--- src/rtl/arbitro_rede_pkg.sv ---
// Shared definitions for the home uplink arbiter: state/owner encodings and the
// fixed-priority pick (TV > PC > Alexa). State values double as owner codes.
package arbitro_rede_pkg;

    typedef enum logic [1:0] {
        StIdle  = 2'd0,
        StTv    = 2'd1,
        StPc    = 2'd2,
        StAlexa = 2'd3
    } state_e;

    localparam logic [1:0] OwnerNone  = 2'd0;
    localparam logic [1:0] OwnerTv    = 2'd1;
    localparam logic [1:0] OwnerPc    = 2'd2;
    localparam logic [1:0] OwnerAlexa = 2'd3;

    // req is packed as {alexa, pc, tv}
    function automatic state_e pick(input logic [2:0] req);
        if (req[0]) begin
            return StTv;
        end else if (req[1]) begin
            return StPc;
        end else if (req[2]) begin
            return StAlexa;
        end
        return StIdle;
    endfunction

    function automatic logic [2:0] own_mask(input state_e s);
        logic [2:0] m;
        m = 3'b000;
        unique case (s)
            StTv:    m = 3'b001;
            StPc:    m = 3'b010;
            StAlexa: m = 3'b100;
            default: m = 3'b000;
        endcase
        return m;
    endfunction

endpackage

--- src/rtl/contador_quantum.sv ---
// Saturating cycle counter for grant tenure; at_limit flags QUANTUM-1.
module contador_quantum #(
    parameter int unsigned QUANTUM = 8,
    parameter int unsigned CW      = 8
) (
    input  logic clk,
    input  logic rst_n,
    input  logic clear,
    input  logic enable,
    output logic at_limit
);

    localparam logic [CW-1:0] Limit = CW'(QUANTUM - 1);

    logic [CW-1:0] cnt_q;

    assign at_limit = (cnt_q == Limit);

    always_ff @(posedge clk or negedge rst_n) begin
        if (!rst_n) begin
            cnt_q <= '0;
        end else if (clear) begin
            cnt_q <= '0;
        end else if (enable && !at_limit) begin
            cnt_q <= cnt_q + 1'b1;
        end
    end

endmodule

--- src/rtl/arbitro_rede.sv ---
// Fixed-priority (TV > PC > Alexa) uplink arbiter with registered one-hot grants.
// Define ARBITRO_PREEMPT_EN to enable quantum-based preemption under contention.
module arbitro_rede
    import arbitro_rede_pkg::*;
#(
    parameter int unsigned QUANTUM = 8,
    parameter int unsigned CW      = 8
) (
    input  logic       clk,
    input  logic       rst_n,
    input  logic       req_tv,
    input  logic       req_pc,
    input  logic       req_alexa,
    output logic       gnt_tv,
    output logic       gnt_pc,
    output logic       gnt_alexa,
    output logic [1:0] owner,
    output logic       busy
);

    logic [2:0] req;
    logic [2:0] others;
    logic [2:0] gnt_q;
    logic       at_limit;
    state_e     state_q, state_d;

    assign req = {req_alexa, req_pc, req_tv};

`ifdef ARBITRO_PREEMPT_EN
    logic cnt_clear;
    logic cnt_en;

    // Any state change restarts the tenure; a held grant keeps counting.
    assign cnt_clear = (state_d != state_q);
    assign cnt_en    = (state_q != StIdle);

    contador_quantum #(
        .QUANTUM (QUANTUM),
        .CW      (CW)
    ) u_contador (
        .clk      (clk),
        .rst_n    (rst_n),
        .clear    (cnt_clear),
        .enable   (cnt_en),
        .at_limit (at_limit)
    );
`else
    logic unused_cfg;

    assign at_limit   = 1'b0;
    assign unused_cfg = (QUANTUM > 0) && (CW > 0);
`endif

    always_comb begin
        others  = req & ~own_mask(state_q);
        state_d = state_q;
        if (state_q == StIdle) begin
            state_d = pick(req);
        end else if ((req & own_mask(state_q)) == 3'b000) begin
            state_d = pick(others);
        end else if (at_limit && (others != 3'b000)) begin
            state_d = pick(others);
        end
    end

    always_ff @(posedge clk or negedge rst_n) begin
        if (!rst_n) begin
            state_q <= StIdle;
            gnt_q   <= 3'b000;
        end else begin
            state_q <= state_d;
            gnt_q   <= own_mask(state_d);
        end
    end

    assign gnt_tv    = gnt_q[0];
    assign gnt_pc    = gnt_q[1];
    assign gnt_alexa = gnt_q[2];
    assign owner     = state_q;
    assign busy      = (state_q != StIdle);

endmodule
--- config.mk ---
export PLATFORM = sky130hd
export DESIGN_NAME = arbitro_rede
export DESIGN_NICKNAME = d
export VERILOG_FILES = /design/src/rtl/arbitro_rede_pkg.sv /design/src/rtl/contador_quantum.sv /design/src/rtl/arbitro_rede.sv
export SDC_FILE = /design/constraint.sdc
export NUM_CORES = 1
export LEC_CHECK = 0
export ABC_AREA = 1
export CORE_AREA = 2 2 39 41
export DETAILED_ROUTE_END_ITERATION = 8
export DIE_AREA = 0 0 41 43
export GPL_ROUTABILITY_DRIVEN = 1
export GPL_TIMING_DRIVEN = 0
export PLACE_DENSITY = 0.43
export SLEW_MARGIN = 40
export SYNTH_ARGS = -nofsm -noshare
export SYNTH_HDL_FRONTEND = slang
export SYNTH_HIERARCHICAL = 1
export SYNTH_SLANG_ARGS = --single-unit
export TNS_END_PERCENT = 50
--- constraint.sdc ---
create_clock -name clk -period 3.1 [get_ports clk]
set_clock_uncertainty 0.2 [all_clocks]
set_input_delay 0.62 -clock clk [delete_from_list [all_inputs] [get_ports clk]]
set_output_delay 0.62 -clock clk [all_outputs]
set_load 0.1 [all_outputs]
==> out/results.ini, run 1 <==
[global_routing]
antenna_found_initial = 0
met1_usage = 0.102
grt_max_degree = 9
use_met3 = 0.0471
grt_usage = 0.0768
busiest_layer = met1
grtUsageMet2 = 0.0938
grt_pass1_vias = 230
grt-ovfl-total = 0
grt_pass1_wl_microns = 890

[cts]
path_clk_slew_ns = 0.04
clkLatencyLatePin_ns = 0.24
hold_buffers = 0
clockBufferDepth = 2
cts_resized = 0
clkSinkCount = 5
cts_buffers = 3
cts_tree = built
cts_setup_buffers = 0
cts_root_buffer = clkbuf_4
cts.htree.levels = 1

[floorplanning]
std_cell_rows = 14
die_width_microns = 41
fp.dieArea_sq_um = 1760
design.portCount = 11
start_util = 0.197
die_h_microns = 43
core_area_sq_um = 1380

[route]
ant_nets = 0
routed_via_density = 3.94
via_count = 268
wirelength_microns = 538
dr.pass1.iters = 1
drc_errors = 0
wl_per_cell_microns = 7.91
drt_iter0_markers = 0

[logic_synthesis]
synth_cell_types = 10
ys_warn_count = 6
yosysTopAreaCell = dfrtp_1
synth_area_sq_um = 273
synth_top_area_frac = 0.459
synth-seq-area-share = 0.459
ys_ff_latch = 5
synth_cells = 38
synth_area_leaders = dfrtp_1, nand2_1, nand3_2
synth.avg_cell_area_sq_um = 7.18
syn_nets = 43

[worst_setup_path]
end_kind = output pin
r2r_end = gnt_q[2]
worst-path-max-fanout = 8
r2r_slack_ns = 1.75
critPathLaunchType = flop
worstPathRequired_ns = 2.28
rr_startpoint = owner[1]
crit_end = busy
arrival_ns = 1.24
critical_path_class = flop to output pin
r2r_cells = 7
cp-startpoint = owner[1]

[sta]
fin_setup_tns_ns = 0
max_freq_mhz = 485
period_share = 0.665
finalSetupViolCount = 0
layout_min_cycle_time_ns = 2.06
max_slew.worst_pin.slew_ns = 0.487
drv_slew = 0
rsz0062_at_grt = false
relSlewSlack = 0.677
final-hold-violation-count = 0

[min_path]
worstHoldPathType = input pin to asynchronous set/reset pin

[final_layout]
layout.nets = 58
final_layout_size_suffix_gt1_frac = 0.308
final_cell_mix = nand2_1, buf_2, inv_1, nor2_1, dfrtp_1
fillers = 160
multi_input_area_sq_um = 118
antennaDiodeCount = 0
final_common_cell = nand2_1
area_growth_pct = 42.7
seq_area_sq_um = 125

[job]
drv_cap = 0

[placement]
numPortBuffers = 10
dp_hpwl_microns = 417
gp_routability_congestion = 0.633

[status]
status = finished clean

## cell families after synthesis
group	after synthesis	synth area share
simple gates	23	0.381
buf+inv	8	0.110
flops	5	0.459
compound gates	2	0.0504
## cell type report
| class | count | share of cell area |
|---|---|---|
| multi-input combinational | 25 | 0.302 |
| timing repair buffer | 10 | 0.180 |
| sequential | 5 | 0.322 |
| tap | 16 | 0.0514 |
| clock buffer | 4 | 0.0675 |
| inverter | 8 | 0.0772 |
## flip-flops by register name, indices dropped and copies added (netlist names)
signal and cells:
gnt_q 3, owner 2
## synth_stat cells (all sizes together)
| cell | instances |
|---|---|
| nand3 | 4 |
| nand2 | 14 |
| inv | 8 |
| dfrtp | 5 |
| nor2 | 5 |
| o21ai | 2 |
## per-stage QoR
step                cell area [sq um]  std cells  worst slack (ns)   util  hold slack (ns)
finish                            389         68              1.04  0.281            0.410
global route                      389         68             0.944  0.281            0.419
CTS                               389         68              1.02  0.281            0.406
detailed placement                363         64              1.17  0.262            0.514
global placement                  393         64             0.569  0.284            0.512
floorplan                         273         38             0.514      -            0.124
## layer usage
| metal | up-vias | share of wire |
|---|---|---|
| li1 | 142 | - |
| met1 | 117 | 0.52 |
| met2 | 9 | 0.39 |
| met3 | 0 | 0.086 |
| met4 | 0 | 0 |
| met5 | - | 0 |
## how the worst min path moves through the flow
| stage | slack [ns] | start | to |
|---|---|---|---|
| 3_5_place_dp | 0.51 | owner[1] | owner[1] |
| 3_3_place_gp | 0.51 | owner[1] | owner[1] |
| 4_1_cts | 0.41 | rst_n | gnt_q[2] |
| 5_1_grt | 0.42 | rst_n | gnt_q[2] |
| 2_1_floorplan | 0.12 | rst_n | gnt_q[0] |
| 6_report | 0.41 | rst_n | gnt_q[0] |
## worst max-delay path, cell delays in order, from the launching register on
cell and delay [ns]:
dfrtp_1 0.47, inv_2 0.07, nand2_1 0.05, buf_2 0.41
Power of run 1 is left out: the tool's default activity adds up to more than one toggle a clock period on the data nets, which glitch-free logic cannot reach.
==> run 2, diff against run 1 <==
- PLACE_DENSITY: 0.43 -> 0.45
- clock period: 3.1 -> 1.7 ns (I/O delays scaled with it)
==> out/results.ini, run 2 (synthesized netlist as in run 1, its figures left out) <==
[status]
status = finished clean

[worst_setup_path]
arrival_ns = 1.10
cp.depth = 1
cp_top_family = flip-flops
worstPathRequired_ns = 1.16
r2r_cells = 8
critPathLaunchType = flop
rr_startpoint = owner[0]
cp_slowest_cell = dfrtp_4
cp-startpoint = owner[0]
worst-path-max-fanout = 5
r2r_end = gnt_q[2]
end_kind = output pin
r2r_slack_ns = 0.32
path_cells = buf_2
critPathBufInv = 1
crit_end = owner[0]
max_stage_delay_ns = 0.44
critical_path_class = flop to output pin

[cts]
clkSinkCount = 5
cts_buffers = 3
cts_tree = built
hold_buffers = 0
clkLatencyLatePin_ns = 0.23
cts_root_buffer = clkbuf_4
cts.htree.levels = 1
clockBufferDepth = 2
path_clk_slew_ns = 0.04

[final_layout]
final_common_cell = nand2_1
final_cell_mix = nand2_1, inv_1, nor2_1
regMostFlops = gnt_q
antennaDiodeCount = 0
largest_reg_flops = 3
area_growth_pct = 48.2
layout.nets = 58
final_layout_size_suffix_gt1_frac = 0.365
fin_cells = 68

[global_routing]
grt_pass1_wl_microns = 834
grt_pass1_vias = 217
grt_max_degree = 9
grt_usage = 0.0737
grt-ovfl-total = 0
antenna_found_initial = 0

[floorplanning]
design.portCount = 11
start_util = 0.197
std_cell_rows = 14
die_h_microns = 43
core_area_sq_um = 1380
fp.dieArea_sq_um = 1760
die_width_microns = 41

[placement]
dp.cells = 64
gp_routability_congestion = 0.598
dp_hpwl_microns = 416
numPortBuffers = 10

[route]
drc_errors = 0
wl_per_cell_microns = 7.75
drt_iter0_markers = 2
wirelength_microns = 527
ant_nets = 0
routed_via_density = 3.50
via_count = 238
dr.pass1.iters = 4

[sta]
finalSetupViolCount = 0
final-hold-violation-count = 0
layout_min_cycle_time_ns = 1.64
fin_setup_tns_ns = 0
max_freq_mhz = 608
rsz0062_at_grt = false
period_share = 0.967
relSlewSlack = 0.678
whs_ns = 0.121
max_slew.worst_pin.slew_ns = 0.486
drv_slew = 0

[min_path]
worstHoldPathType = input pin to asynchronous set/reset pin

[job]
drv_cap = 0

==> run 2: worst min path at each step <==
stage                     start       end  cells after the start
final                     rst_n  gnt_q[0]                      1
after global routing      rst_n  owner[1]                      1
after CTS                 rst_n  owner[0]                      1
after detailed placement  rst_n  gnt_q[2]                      1
after global placement    rst_n  gnt_q[0]                      1
after floorplan           rst_n  gnt_q[0]                      0
==> run 2: through the flow <==
stage               cell area [sq um]   util  setup slack (ns)
finish                            404  0.292            0.0557
global route                      404  0.292            0.0187
CTS                               402  0.290            0.0273
detailed placement                373  0.269            0.0620
global placement                  403  0.291            -0.511
floorplan                         283      -            0.0529
==> run 2: cell type report <==
cell class,count,area [sq um]
fillers,151,980
flip-flops and latches,5,133
multi-input cells,25,120
repair buffers,10,75.1
inverters,8,30.0
clock buffers,4,26.3
well taps,16,20.0
==> run 2: metal layers <==
layer	routed length, microns	track usage
met1	294	0.0980
met2	194	0.0875
met3	38	0.0471
met4	0	0.0400
met5	0	0
==> run 2: repair_timing <==
item                       CTS  global route
setup buffers                0             0
gates resized for setup      1             1
pin swaps                    0             0
setup endpoints to repair    1             1
Power of run 2 is left out for the same reason.
==> run 3, diff against run 2 <==
- CTS_CLUSTER_DIAMETER: unset -> 50
- PLACE_DENSITY: 0.45 -> unset
==> out/results.ini, run 3 (synthesized netlist as in run 1, its figures left out) <==
[min_path]
worstHoldPathType = input pin to asynchronous set/reset pin

[cts]
clockBufferDepth = 2
cts_setup_buffers = 0
cts_root_buffer = clkbuf_4
hold_buffers = 0
clkSinkCount = 5
cts.htree.levels = 1
path_clk_slew_ns = 0.04
cts_tree = built
cts_buffers = 3
clkLatencyLatePin_ns = 0.24

[worst_setup_path]
critPathBufInv = 1
critPathLaunchType = flop
arrival_ns = 1.12
end_kind = output pin
worstPathRequired_ns = 1.16
cp-startpoint = owner[0]
worst-path-max-fanout = 5
critical_path_class = flop to output pin
cp_slowest_cell = dfrtp_4
rr_startpoint = owner[0]
max_stage_delay_ns = 0.44
cp_top_family = flip-flops
path_cells = buf_2

[global_routing]
antenna_found_initial = 0
grt_max_degree = 9
grt-ovfl-total = 0
grt_pass1_wl_microns = 793
grt_usage = 0.0666
grt_pass1_vias = 234

[final_layout]
final_area_sq_um = 404
fillers = 151
layout.nets = 58
final_cell_mix = nand2_1, inv_1, nor2_1
regMostFlops = gnt_q
area_growth_pct = 48.2
multi_input_area_sq_um = 120
post-route-util = 0.292
antennaDiodeCount = 0
largest_reg_flops = 3
final_layout_size_suffix_gt1_frac = 0.365
seq_area_sq_um = 133
final_common_cell = nand2_1

[route]
via_count = 267
ant_nets = 0
dr.pass1.iters = 4
routed_via_density = 3.93
drc_errors = 0
drt_iter0_markers = 10
wl_per_cell_microns = 6.75
wirelength_microns = 459

[sta]
whs_ns = 0.120
final-hold-violation-count = 0
max_slew.worst_pin.slew_ns = 0.485
drv_slew = 0
layout_min_cycle_time_ns = 1.66
max_freq_mhz = 604
period_share = 0.974
relSlewSlack = 0.679
finalSetupViolCount = 0
rsz0062_at_grt = false
fin_setup_tns_ns = 0

[job]
drv_cap = 0

[status]
status = finished clean

[placement]
dp_hpwl_microns = 389
dpl_cell_area_sq_um = 373
gp_routability_congestion = 0.670
numPortBuffers = 10

[floorplanning]
die_h_microns = 43
std_cell_rows = 14
core_area_sq_um = 1380
start_util = 0.197
die_width_microns = 41
fp.dieArea_sq_um = 1760
design.portCount = 11

[run 3: cell counts in the layout (fill, tap and decap cells not counted)]
No cell type changed its count.
[run 3: cell type report]
cell class / instances / area share
Timing Repair Buffer: 10 / 0.186
Tap cell: 16 / 0.0495
Sequential cell: 5 / 0.328
Inverter: 8 / 0.0743
Multi-Input combinational cell: 25 / 0.297
Clock buffer: 4 / 0.0650
[run 3: worst paths after layout]
path | cells past startpoint | slack, ns | endpoint
worst max-delay path | 1 | 0.04 | owner[0]
worst max register to register | 8 | 0.34 | gnt_q[2]
max in group asynchronous | 1 | 0.97 | owner[1]
worst min register to register | 2 | 0.46 | owner[1]
worst min-delay path | 1 | 0.12 | gnt_q[1]
min in group clk | 2 | 0.46 | owner[1]
[run 3: what timing repair did]
action	4_1_cts	5_1_grt
resized for setup	1	1
endpoints found under the setup margin	1	1
hold endpoints to repair	0	0
cloned	0	0
[run 3: metal layers]
| metal | routed length, microns | global-route usage | part of all wire |
|---|---|---|---|
| met3 | 38 | 0.0314 | 0.083 |
| met4 | 0 | 0.0400 | 0 |
| met5 | 0 | 0 | 0 |
| met2 | 236 | 0.0906 | 0.51 |
| met1 | 184 | 0.0817 | 0.40 |
[run 3: through the flow]
stage | worst slack, ns | cells
after global placement | -0.506 | 64
after CTS | 0.0268 | 68
final | 0.0446 | 68
after floorplan | 0.0529 | 38
after global routing | 0.0217 | 68
after detailed placement | 0.0700 | 64
Power of run 3 is left out for the same reason.
